<file path="src/rtl/pulse_t_pkg.sv">
// Shared types and defaults for the temporal pulse encoder/decoder stages.
package pulse_t_pkg;

  localparam int unsigned PULSE_T_MAX_VALUE_DEFAULT = 8;

  typedef enum logic [0:0] {
    IDLE = 1'b0,
    RUN  = 1'b1
  } pulse_t_state_e;

endpackage

</file>
<file path="src/rtl/pulse_t_window_counter.sv">
// Window cycle counter: sync clear, load and increment, with a last-cycle flag.
module pulse_t_window_counter
  import pulse_t_pkg::*;
#(
  parameter int unsigned MAX_VALUE = PULSE_T_MAX_VALUE_DEFAULT,
  parameter int unsigned CNT_W     = $clog2(MAX_VALUE)
) (
  input  logic             clock,
  input  logic             reset,
  input  logic             clear,
  input  logic             load,
  input  logic [CNT_W-1:0] load_value,
  input  logic             inc,
  output logic [CNT_W-1:0] cnt,
  output logic             last
);

  // Clear has priority so a flush always wins over a window start.
  always_ff @(posedge clock or posedge reset) begin
    if (reset) begin
      cnt <= '0;
    end else if (clear) begin
      cnt <= '0;
    end else if (load) begin
      cnt <= load_value;
    end else if (inc) begin
      cnt <= cnt + CNT_W'(1);
    end
  end

  assign last = (cnt == CNT_W'(MAX_VALUE - 1));

endmodule

</file>
<file path="src/rtl/encoder_pulse_t.sv">
// Temporal pulse encoder: one spike per MAX_VALUE-cycle window at the value's cycle.
// Define ENCODER_PULSE_T_STRETCH_EN to hold the line high from spike time to window end.
module encoder_pulse_t
  import pulse_t_pkg::*;
#(
  parameter int unsigned MAX_VALUE = PULSE_T_MAX_VALUE_DEFAULT,
  localparam int unsigned VALUE_W  = $clog2(MAX_VALUE + 1)
) (
  input  logic               clock,
  input  logic               reset,
  input  logic               in_valid,
  output logic               in_ready,
  input  logic [VALUE_W-1:0] in_value,
  input  logic               abort,
  output logic               frame_start,
  output logic               outgoing_line,
  output logic               done,
  output logic               busy
);

  localparam int unsigned CNT_W = $clog2(MAX_VALUE);

  pulse_t_state_e     state_q, state_d;
  logic               pend_valid_q, pend_valid_d;
  logic [VALUE_W-1:0] pend_value_q, pend_value_d;
  logic [VALUE_W-1:0] active_q, active_d;
  logic               cnt_clear, cnt_load, cnt_inc;
  logic [CNT_W-1:0]   cnt;
  logic               cnt_last;
  logic               running;
  logic               line_hit;

  pulse_t_window_counter #(
    .MAX_VALUE (MAX_VALUE),
    .CNT_W     (CNT_W)
  ) u_counter (
    .clock      (clock),
    .reset      (reset),
    .clear      (cnt_clear),
    .load       (cnt_load),
    .load_value ('0),
    .inc        (cnt_inc),
    .cnt        (cnt),
    .last       (cnt_last)
  );

  // Only path from an input to an output: abort blocks new transfers immediately.
  assign in_ready = !pend_valid_q && !abort;

  always_ff @(posedge clock or posedge reset) begin
    if (reset) begin
      state_q      <= IDLE;
      pend_valid_q <= 1'b0;
      pend_value_q <= '0;
      active_q     <= '0;
    end else begin
      state_q      <= state_d;
      pend_valid_q <= pend_valid_d;
      pend_value_q <= pend_value_d;
      active_q     <= active_d;
    end
  end

  // Next state, pending buffer and counter control; abort overrides everything.
  always_comb begin
    state_d      = state_q;
    pend_valid_d = pend_valid_q;
    pend_value_d = pend_value_q;
    active_d     = active_q;
    cnt_clear    = 1'b0;
    cnt_load     = 1'b0;
    cnt_inc      = 1'b0;

    if (in_valid && in_ready) begin
      pend_valid_d = 1'b1;
      pend_value_d = in_value;
    end

    if (abort) begin
      state_d      = IDLE;
      pend_valid_d = 1'b0;
      cnt_clear    = 1'b1;
    end else begin
      case (state_q)
        IDLE: begin
          if (pend_valid_q) begin
            state_d      = RUN;
            active_d     = pend_value_q;
            pend_valid_d = 1'b0;
            cnt_load     = 1'b1;
          end
        end
        RUN: begin
          if (cnt_last) begin
            if (pend_valid_q) begin
              active_d     = pend_value_q;
              pend_valid_d = 1'b0;
              cnt_load     = 1'b1;
            end else begin
              state_d   = IDLE;
              cnt_clear = 1'b1;
            end
          end else begin
            cnt_inc = 1'b1;
          end
        end
        default: begin
          state_d   = IDLE;
          cnt_clear = 1'b1;
        end
      endcase
    end
  end

  // Outputs decode registered state only; active >= MAX_VALUE can never match cnt.
  assign running     = (state_q == RUN);
  assign busy        = running;
  assign frame_start = running && (cnt == '0);
  assign done        = running && cnt_last;

`ifdef ENCODER_PULSE_T_STRETCH_EN
  assign line_hit = (VALUE_W'(cnt) >= active_q);
`else
  assign line_hit = (VALUE_W'(cnt) == active_q);
`endif

  assign outgoing_line = running && line_hit;

endmodule
</file>
<file path="config.mk">
export PLATFORM = sky130hd
export DESIGN_NAME = encoder_pulse_t
export DESIGN_NICKNAME = d
export VERILOG_FILES = /design/src/rtl/pulse_t_pkg.sv /design/src/rtl/pulse_t_window_counter.sv /design/src/rtl/encoder_pulse_t.sv
export SDC_FILE = /design/constraint.sdc
export NUM_CORES = 1
export LEC_CHECK = 0
export CAP_MARGIN = 25
export CORE_MARGIN = 2
export CORE_UTILIZATION = 35
export DETAILED_ROUTE_END_ITERATION = 12
export MAX_ROUTING_LAYER = met4
export PLACE_DENSITY = 0.56
export SETUP_SLACK_MARGIN = 0.2
export SYNTH_ARGS = -nofsm -noshare
export SYNTH_HDL_FRONTEND = slang
export SYNTH_SLANG_ARGS = --single-unit
</file>
<file path="constraint.sdc">
create_clock -name clock -period 2.26 [get_ports clock]
set_input_delay 0.226 -clock clock [delete_from_list [all_inputs] [get_ports clock]]
set_output_delay 0.226 -clock clock [all_outputs]
set_load 0.1 [all_outputs]
</file>
# --- Word level (Yosys, flattened, before mapping) ---
# Cells that the tools add are included.
totals:
  output_inout_bits: 5
  ff_bits: 13
  elab_cells: 46
classes:
  eq_ne: 3
  mux: 25
  reduce_logical: 10
  n_bitwise: 2
  addsub: 1
ops:
  columns: ["operator", "count"]
  rows:
  - ["$mux W1", 16]
  - ["$mux W3", 3]
  - ["$mux W4", 2]
  - ["$pmux W4 S2", 1]
  - ["$pmux W1 S2", 3]
  - ["$logic_and A1 B1 Y1", 5]
  - ["$eq A3 B4 Y1", 1]
  - ["$add A3 B1 Y3 const B", 1]
  - ["$eq A3 B3 Y1 const B", 1]
  - ["$logic_not A3 Y1", 1]
  - ["$reduce_bool A3 Y1", 1]
  - ["$logic_not A1 Y1", 2]
  - ["$ne A2 B1 Y1 const B", 1]
  - ["$not A1 Y1", 2]
  - ["$reduce_and A2 Y1", 1]

# --- Longest topological paths before layout ---
logic_depth:
  word_depth: 8
  ltp_mapped: 5
  depth_no_buf: 5

# --- Modules after synthesis ---
# Synthesis repeated with hierarchy kept, for this count alone.
hier_totals:
  hier_cells: 54
  hier_area_um2: 664.4
modules_own_cells:
  columns: ["module", "cells_each", "area_each_um2", "n_inst"]
  rows:
  - ["encoder_pulse_t", 38, 481.7, 1]
  - ["pulse_t_window_counter", 16, 182.7, 1]

# --- Worst setup path before layout ---
# Ideal clock, no wire load.
synth_timing:
  path_type: "reg2out"
  startpoint: "register state_q (netlist: busy)"
  endpoint: "output port outgoing_line"
  required_time_ns: 2.034
  stages_incl_launch_ff: 3
  slack_ns: -1.161
  arrival_time_ns: 3.195
  cell_sequence: "dfrtp_1 > nand3b_1 > nor3_1"
synth_via:
  elab_chain_cells: 1
synth_rtl:
  columns: ["item", "line", "text"]
  rows:
  - ["start: declaration", "encoder_pulse_t.sv:23", "pulse_t_state_e state_q, state_d;"]
  - ["start signal: assignment", "encoder_pulse_t.sv:57", "state_q <= state_d;"]
  - ["$logic_and A1 B1 Y1", "encoder_pulse_t.sv:127", "assign outgoing_line = running && line_hit;"]
  - ["end: declaration", "encoder_pulse_t.sv:16", "output logic outgoing_line,"]
# No other way between the ends.

# --- Final worst setup path ---
layout_timing:
  startpoint: "register u_counter.cnt[0]"
  endpoint: "output port done"
layout_via:
  elab_chain_cells: 2
layout_rtl:
  columns: ["item", "line", "text"]
  rows:
  - ["start: declaration", "pulse_t_window_counter.sv:14", "output logic [CNT_W-1:0] cnt,"]
  - ["start signal: assignment", "pulse_t_window_counter.sv:25", "cnt <= load_value;"]
  - ["start signal: assignment", "pulse_t_window_counter.sv:27", "cnt <= cnt + CNT_W'(1);"]
  - ["$eq A3 B3 Y1", "pulse_t_window_counter.sv:31", "assign last = (cnt == CNT_W'(MAX_VALUE - 1));"]
  - ["$logic_and A1 B1 Y1", "encoder_pulse_t.sv:119", "assign done = running && cnt_last;"]
  - ["end: declaration", "encoder_pulse_t.sv:17", "output logic done,"]
# No other way between the ends.

==> impl_metrics.ini <==
[status]
status = completed

[floorplanning]
fp.dieArea_um2 = 2240
ios = 13
die_w_um = 47.4
start_util_pct = 37.7
num_rows = 15
coreArea_um2 = 1750
die_y_um = 47.4

[critical_path]
r2r-end = active_q[1]
worstPathRequired_ns = 2.03
r2r_start = u_counter.cnt[0]
worstPathMaxFanout = 4
endpoint_kind = output pin
cpLargestDelayFamily = adder cells
worstPathCellList = ha_1 -> ha_1 -> and2_2 -> buf_12
start_kind = flip-flop
ff2ff_path_depth = 5
worst_path_max_delay_cell = dfrtp_1
r2r_slack_ns = 0.61
cp.arrival_ns = 1.54
worstSetupPathType = flip-flop to output pin
cp_common_cell = ha_1
slowest_delay_ns = 0.43
crit_buf_inv = 1

[timing]
fin_skew_ns = 0.000621
tightest_slew_ns = 0.470
fin_crit_sh_pct = 78.2
fmax_mhz = 566
slew_viol_final = 0
fin_ws_ns = 0.492
maxSlewHeadroom_pct = 68.6
hold_viol = 0
setup_viol = 0
rsz0062_at_grt = no
totalNegativeSetupSlack_ns = 0
hold-worst-slack_ns = 0.261
fin_crit_ns = 1.77

[power]
totalPowerFinal_mw = 0.634
cellPowerDensity_nw_per_um2 = 726
p_leak_nw = 0.388
ir_drop_mv = 0.427

[logic_synthesis]
avgSynthCellArea_um2 = 12.7
synthDistinctLibCells = 20
yosysTopAreaCell = dfrtp_1
synth_top_area_share_pct = 49.4
synth_cells = 52
yosysMostFrequentCell = dfrtp_1
synth_ff_type = dfrtp_1
syn_nets = 63
synth_common_cells = dfrtp_1, nor2_1, inv_1, mux2_2, mux2_4
ys_seq_area_share_pct = 49.4
netlist_area_um2 = 658
synth_area_leaders = dfrtp_1, mux2_4, mux2_2
async_flop_share_pct = 100
ys_seq_elements = 13
synth_edf_count = 0
ys_warn_count = 0

[placed_design]
dp.cells = 89
io_buffers = 12
place_hpwl_um = 787
place_ws_ns = 0.610
gp_congestion = 0.725
postPlaceCellArea_um2 = 847

[detailed_routing]
vias = 397
via_per_inst = 4.27
drt_iter0_markers = 4
antenna_left = 0
drtPass1Iterations = 4
drt_wl_total_um = 993
wl_per_cell_um = 10.7
route.detailed.drc = 0

[cts]
cts-root-buf = clkbuf_4
cts_setup_buffers = 0
cts_tree = built
cts.sinks = 13
clk_path_buf_depth = 2
worst_skew_pair.late_latency_ns = 0.27
cts_htree_levels = 1
numCtsBuffers = 3
hold_buffers = 0
cts-resized-gates = 0
clkSlewWorstSetupHoldPaths_ns = 0.08

[grt]
grt_max_degree = 14
overflow = 0
first_global_vias = 421
grt_pass1_wl_um = 1840
grtUsageTotal_pct = 12.2
antenna_found_initial = 0

[cells_and_area]
final_cells = 93
diodes = 0
nets = 80
final_core_util_pct = 50.0
layout-drive-gt1-share_pct = 36.8
areaGrowthSynthToFinish_pct = 32.7
finalInstanceArea_um2 = 873

[min_path]
hold_class = input pin to asynchronous set/reset pin

[flow_run]
cap_viol_max_count = 0
==> kinds of logic after synthesis <==
kind of cell	count (synthesis)	share of synthesized area, %
muxes	10	19.0
and+or+nand+nor	17	17.1
xor gates and xnor gates	3	3.99
AOI/OAI and AO/OA	2	2.47
adders and majority gates	3	5.70
buffers and inverters	4	2.28
DFF	13	49.4
==> layout by cell type (no fill, tap or decap), types with 2 or more instances in the layout <==
master	count
buf_12	3
nand3b_1	2
inv_1	4
dfrtp_1	12
mux2i_1	2
clkdlybuf4s50_1	7
mux2_4	4
clkbuf_4	3
mux2_2	4
buf_4	2
nand2_1	2
ha_1	3
nor2_1	6
xor2_1	2
==> metal layers <==
metal  up-vias  track usage [%]  part of all wire, %
met3         2             2.31                  4.5
met5         -                -                    0
met2        11             18.4                   47
li1        205                -                    -
met4         0             5.00                 0.81
met1       179             16.0                   47
==> worst reg2reg max path: stages, from the launching register on <==
cell and delay [ns]:
dfrtp_1 0.42, ha_1 0.17, ha_1 0.23, nor2b_4 0.08, nor3b_4 0.27, mux2_2 0.37
==> registers in the layout, summed over array words and instances (netlist names) <==
| register | flops |
|---|---|
| u_counter.cnt | 3 |
| busy | 1 |
| pend_valid_q | 1 |
| pend_value_q | 4 |
| active_q | 4 |
==> area by class of cell <==
cell class,instances,area (µm²)
flip-flops and latches,13,327
clock buffers,4,26.3
fillers,159,872
repair buffers,12,145
multi-input cells,35,329
inverters,4,15.0
well taps,25,31.3
==> power breakdown <==
part	leakage, nW	switching [mW]	internal [mW]
clock	0.0150	0.0723	0.0683
sequential	0.161	0.0331	0.279
combinational	0.212	0.0906	0.0910
total	0.388	0.196	0.438
==> how the worst max path moves through the flow <==
stage,cells past startpoint,start,slack (ns),end
floorplan,3,pend_valid_q,0.26,pend_value_q[0]
global placement,4,abort,0.60,pend_value_q[0]
detailed placement,4,abort,0.61,pend_value_q[3]
CTS,4,u_counter.cnt[0],0.49,done
global route,4,u_counter.cnt[1],0.42,done
finish,4,u_counter.cnt[0],0.49,done
Note: power is estimated with default switching activity, not from simulation.
==> patch (same flow settings) <==
Set the package constant `PULSE_T_MAX_VALUE_DEFAULT` to 16 (it was 8).
--- a/src/rtl/pulse_t_pkg.sv
+++ b/src/rtl/pulse_t_pkg.sv
@@ -2,5 +2,5 @@
 package pulse_t_pkg;
 
-  localparam int unsigned PULSE_T_MAX_VALUE_DEFAULT = 8;
+  localparam int unsigned PULSE_T_MAX_VALUE_DEFAULT = 16;
 
   typedef enum logic [0:0] {
Interface: changed (resized in_value); port bits go from 13 to 14. No check against the original RTL was run, so the function may have changed too.
==> patch against the original RTL <==
Worst setup slack worse by 0.079 ns; total power grew 19%; register-to-register slack worse by 0.10 ns; routed wire length increased by 37%; design area grew 15%; synthesized area increased by 16%; maximum frequency down 4.3%; sequential cell count is 3 higher; largest cell class is now registers.
==> patch: results (changes against the original RTL) <==
** Critical path
- The number of cells on the worst reg-to-reg path was 4 (was 5).
- The end of the worst register-to-register path is active_q[4] (was active_q[1]).
- Highest fanout seen on the critical path :: 7 (was 4)
- Register-to-register path setup slack :: 0.51 ns (was 0.61 ns)
- Largest stage delay on the critical path :: 0.49 ns (was 0.43 ns)
- Category of cells accounting for the largest share of critical-path delay :: flip-flops (was adder cells)
- Data arrival at the endpoint of the critical path :: 1.62 ns (was 1.54 ns)

** Power and ir drop
- Leak pwr :: 0.426 nW (was 0.388 nW)
- Worst IR drop on VDD :: 0.515 mV (was 0.427 mV)
- The power spent charging and discharging nets is 0.000227 W (was 0.000196 W).

** Drt
- Number of DRC markers after the initial detailed-route iteration :: 10 (was 4)
- Total vias in the final route :: 545 (was 397)
- The detail-routed net length per standard cell is 12.6 um (was 10.7 um).

** Final layout
- Number of nets in the layout :: 93 (was 80)
- The fraction of layout instances using a drive strength above 1 came to 21.0% (was 36.8%).
- Largest registers: active_q (5), pend_value_q (5), u_counter.cnt (4) (was active_q (4), pend_value_q (4), u_counter.cnt (3)).

** Global route
- The wire length of the first global-routing pass was 2460 um (was 1840 um).
- Maximum number of pins on one net before global-route repair :: 17 (was 14)
- The overall routing resource usage was 13.5% (was 12.2%).

** Outcome
- Run status :: finished clean (unchanged)

** Yosys
- Most common library cells after synthesis: sky130_fd_sc_hd__dfrtp_1, sky130_fd_sc_hd__mux2_1, sky130_fd_sc_hd__inv_1, sky130_fd_sc_hd__nor2_1, sky130_fd_sc_hd__a21oi_1 (was sky130_fd_sc_hd__dfrtp_1, sky130_fd_sc_hd__nor2_1, sky130_fd_sc_hd__inv_1, sky130_fd_sc_hd__mux2_2, sky130_fd_sc_hd__mux2_4).
- Leading cell types by total area after synthesis: sky130_fd_sc_hd__dfrtp_1, sky130_fd_sc_hd__mux2_1, sky130_fd_sc_hd__ha_1 (was sky130_fd_sc_hd__dfrtp_1, sky130_fd_sc_hd__mux2_4, sky130_fd_sc_hd__mux2_2).
- Post-synthesis net count :: 77 (was 63)
- Sequential area share after synthesis :: 52.5% (was 49.4%)
- Synth cell types :: 30 (was 20)

** Clock network
- Post-CTS clock slew at the launch and capture registers of the worst setup and hold paths :: 0.10 ns (was 0.08 ns)
- The clock buffer count from CTS was 3 (unchanged).
- The later-pin clock latency in the skew report came to 0.29 ns (was 0.27 ns).

** STA
- Actual transition at the worst max-transition pin :: 0.594 ns (was 0.470 ns)

** Place
- Estimated wirelength of the detail-placed design :: 1070 um (was 787 um)
-- patch: cell type report --
class | count | area [sq um]
Clock buffer | 4 | 36.3
Fill cell | 198 | 998
Inverter | 8 | 31.3
Multi-Input combinational cell | 40 | 345
Sequential cell | 16 | 402
Tap cell | 27 | 33.8
Timing Repair Buffer | 13 | 155
-- patch: how the worst max path moves through the flow --
stage,endpoint,cells after the start
after global routing,done,4
after floorplan,frame_start,3
after CTS,done,4
after detailed placement,pend_value_q[2],4
after global placement,pend_value_q[3],4
final,done,4
-- patch: power groups by stage --
| stage | Combinational [W] | Sequential, W | Clock [W] |
|---|---|---|---|
| after floorplan | 0.000127 | 0.000390 | 0 |
| after CTS | 0.000179 | 0.000392 | 0.000199 |
| after global routing | 0.000195 | 0.000401 | 0.000210 |
| final | 0.000176 | 0.000391 | 0.000189 |
| after global placement | 0.000176 | 0.000396 | 0 |
| after detailed placement | 0.000178 | 0.000398 | 0 |
-- patch: metal layers --
metal / routed length (um) / up-vias / track usage, %
met1: 643 / 262 / 16.6
li1: - / 265 / -
met4: 17 / 0 / 4.05
met3: 65 / 5 / 5.36
met2: 636 / 13 / 20.6
met5: 0 / - / -
-- patch: logic make-up (layout without fill, tap and decap cells) --
logic type               Yosys count  count (layout)  synth area share [%]
AO/OA/AOI/OAI                     13              13                  12.2
XOR/XNOR                           2               2                  2.30
adder cells (fa/ha/maj)            2               2                  3.28
buffers and inverters             10              25                  5.25
flip-flops                        16              16                  52.5
multiplexers                      10              10                  14.8
AND/OR/NAND/NOR                   13              13                  9.69
-- patch: per-stage QoR --
| stage | instances | setup slack, ns | cell area [sq um] | hold WS (ns) |
|---|---|---|---|---|
| after global placement | 104 | 0.497 | 967 | 0.478 |
| after global routing | 108 | 0.294 | 1000 | 0.373 |
| after floorplan | 66 | -0.121 | 787 | 0.140 |
| after CTS | 108 | 0.398 | 1000 | 0.308 |
| after detailed placement | 104 | 0.478 | 967 | 0.476 |
| final | 108 | 0.413 | 1000 | 0.290 |
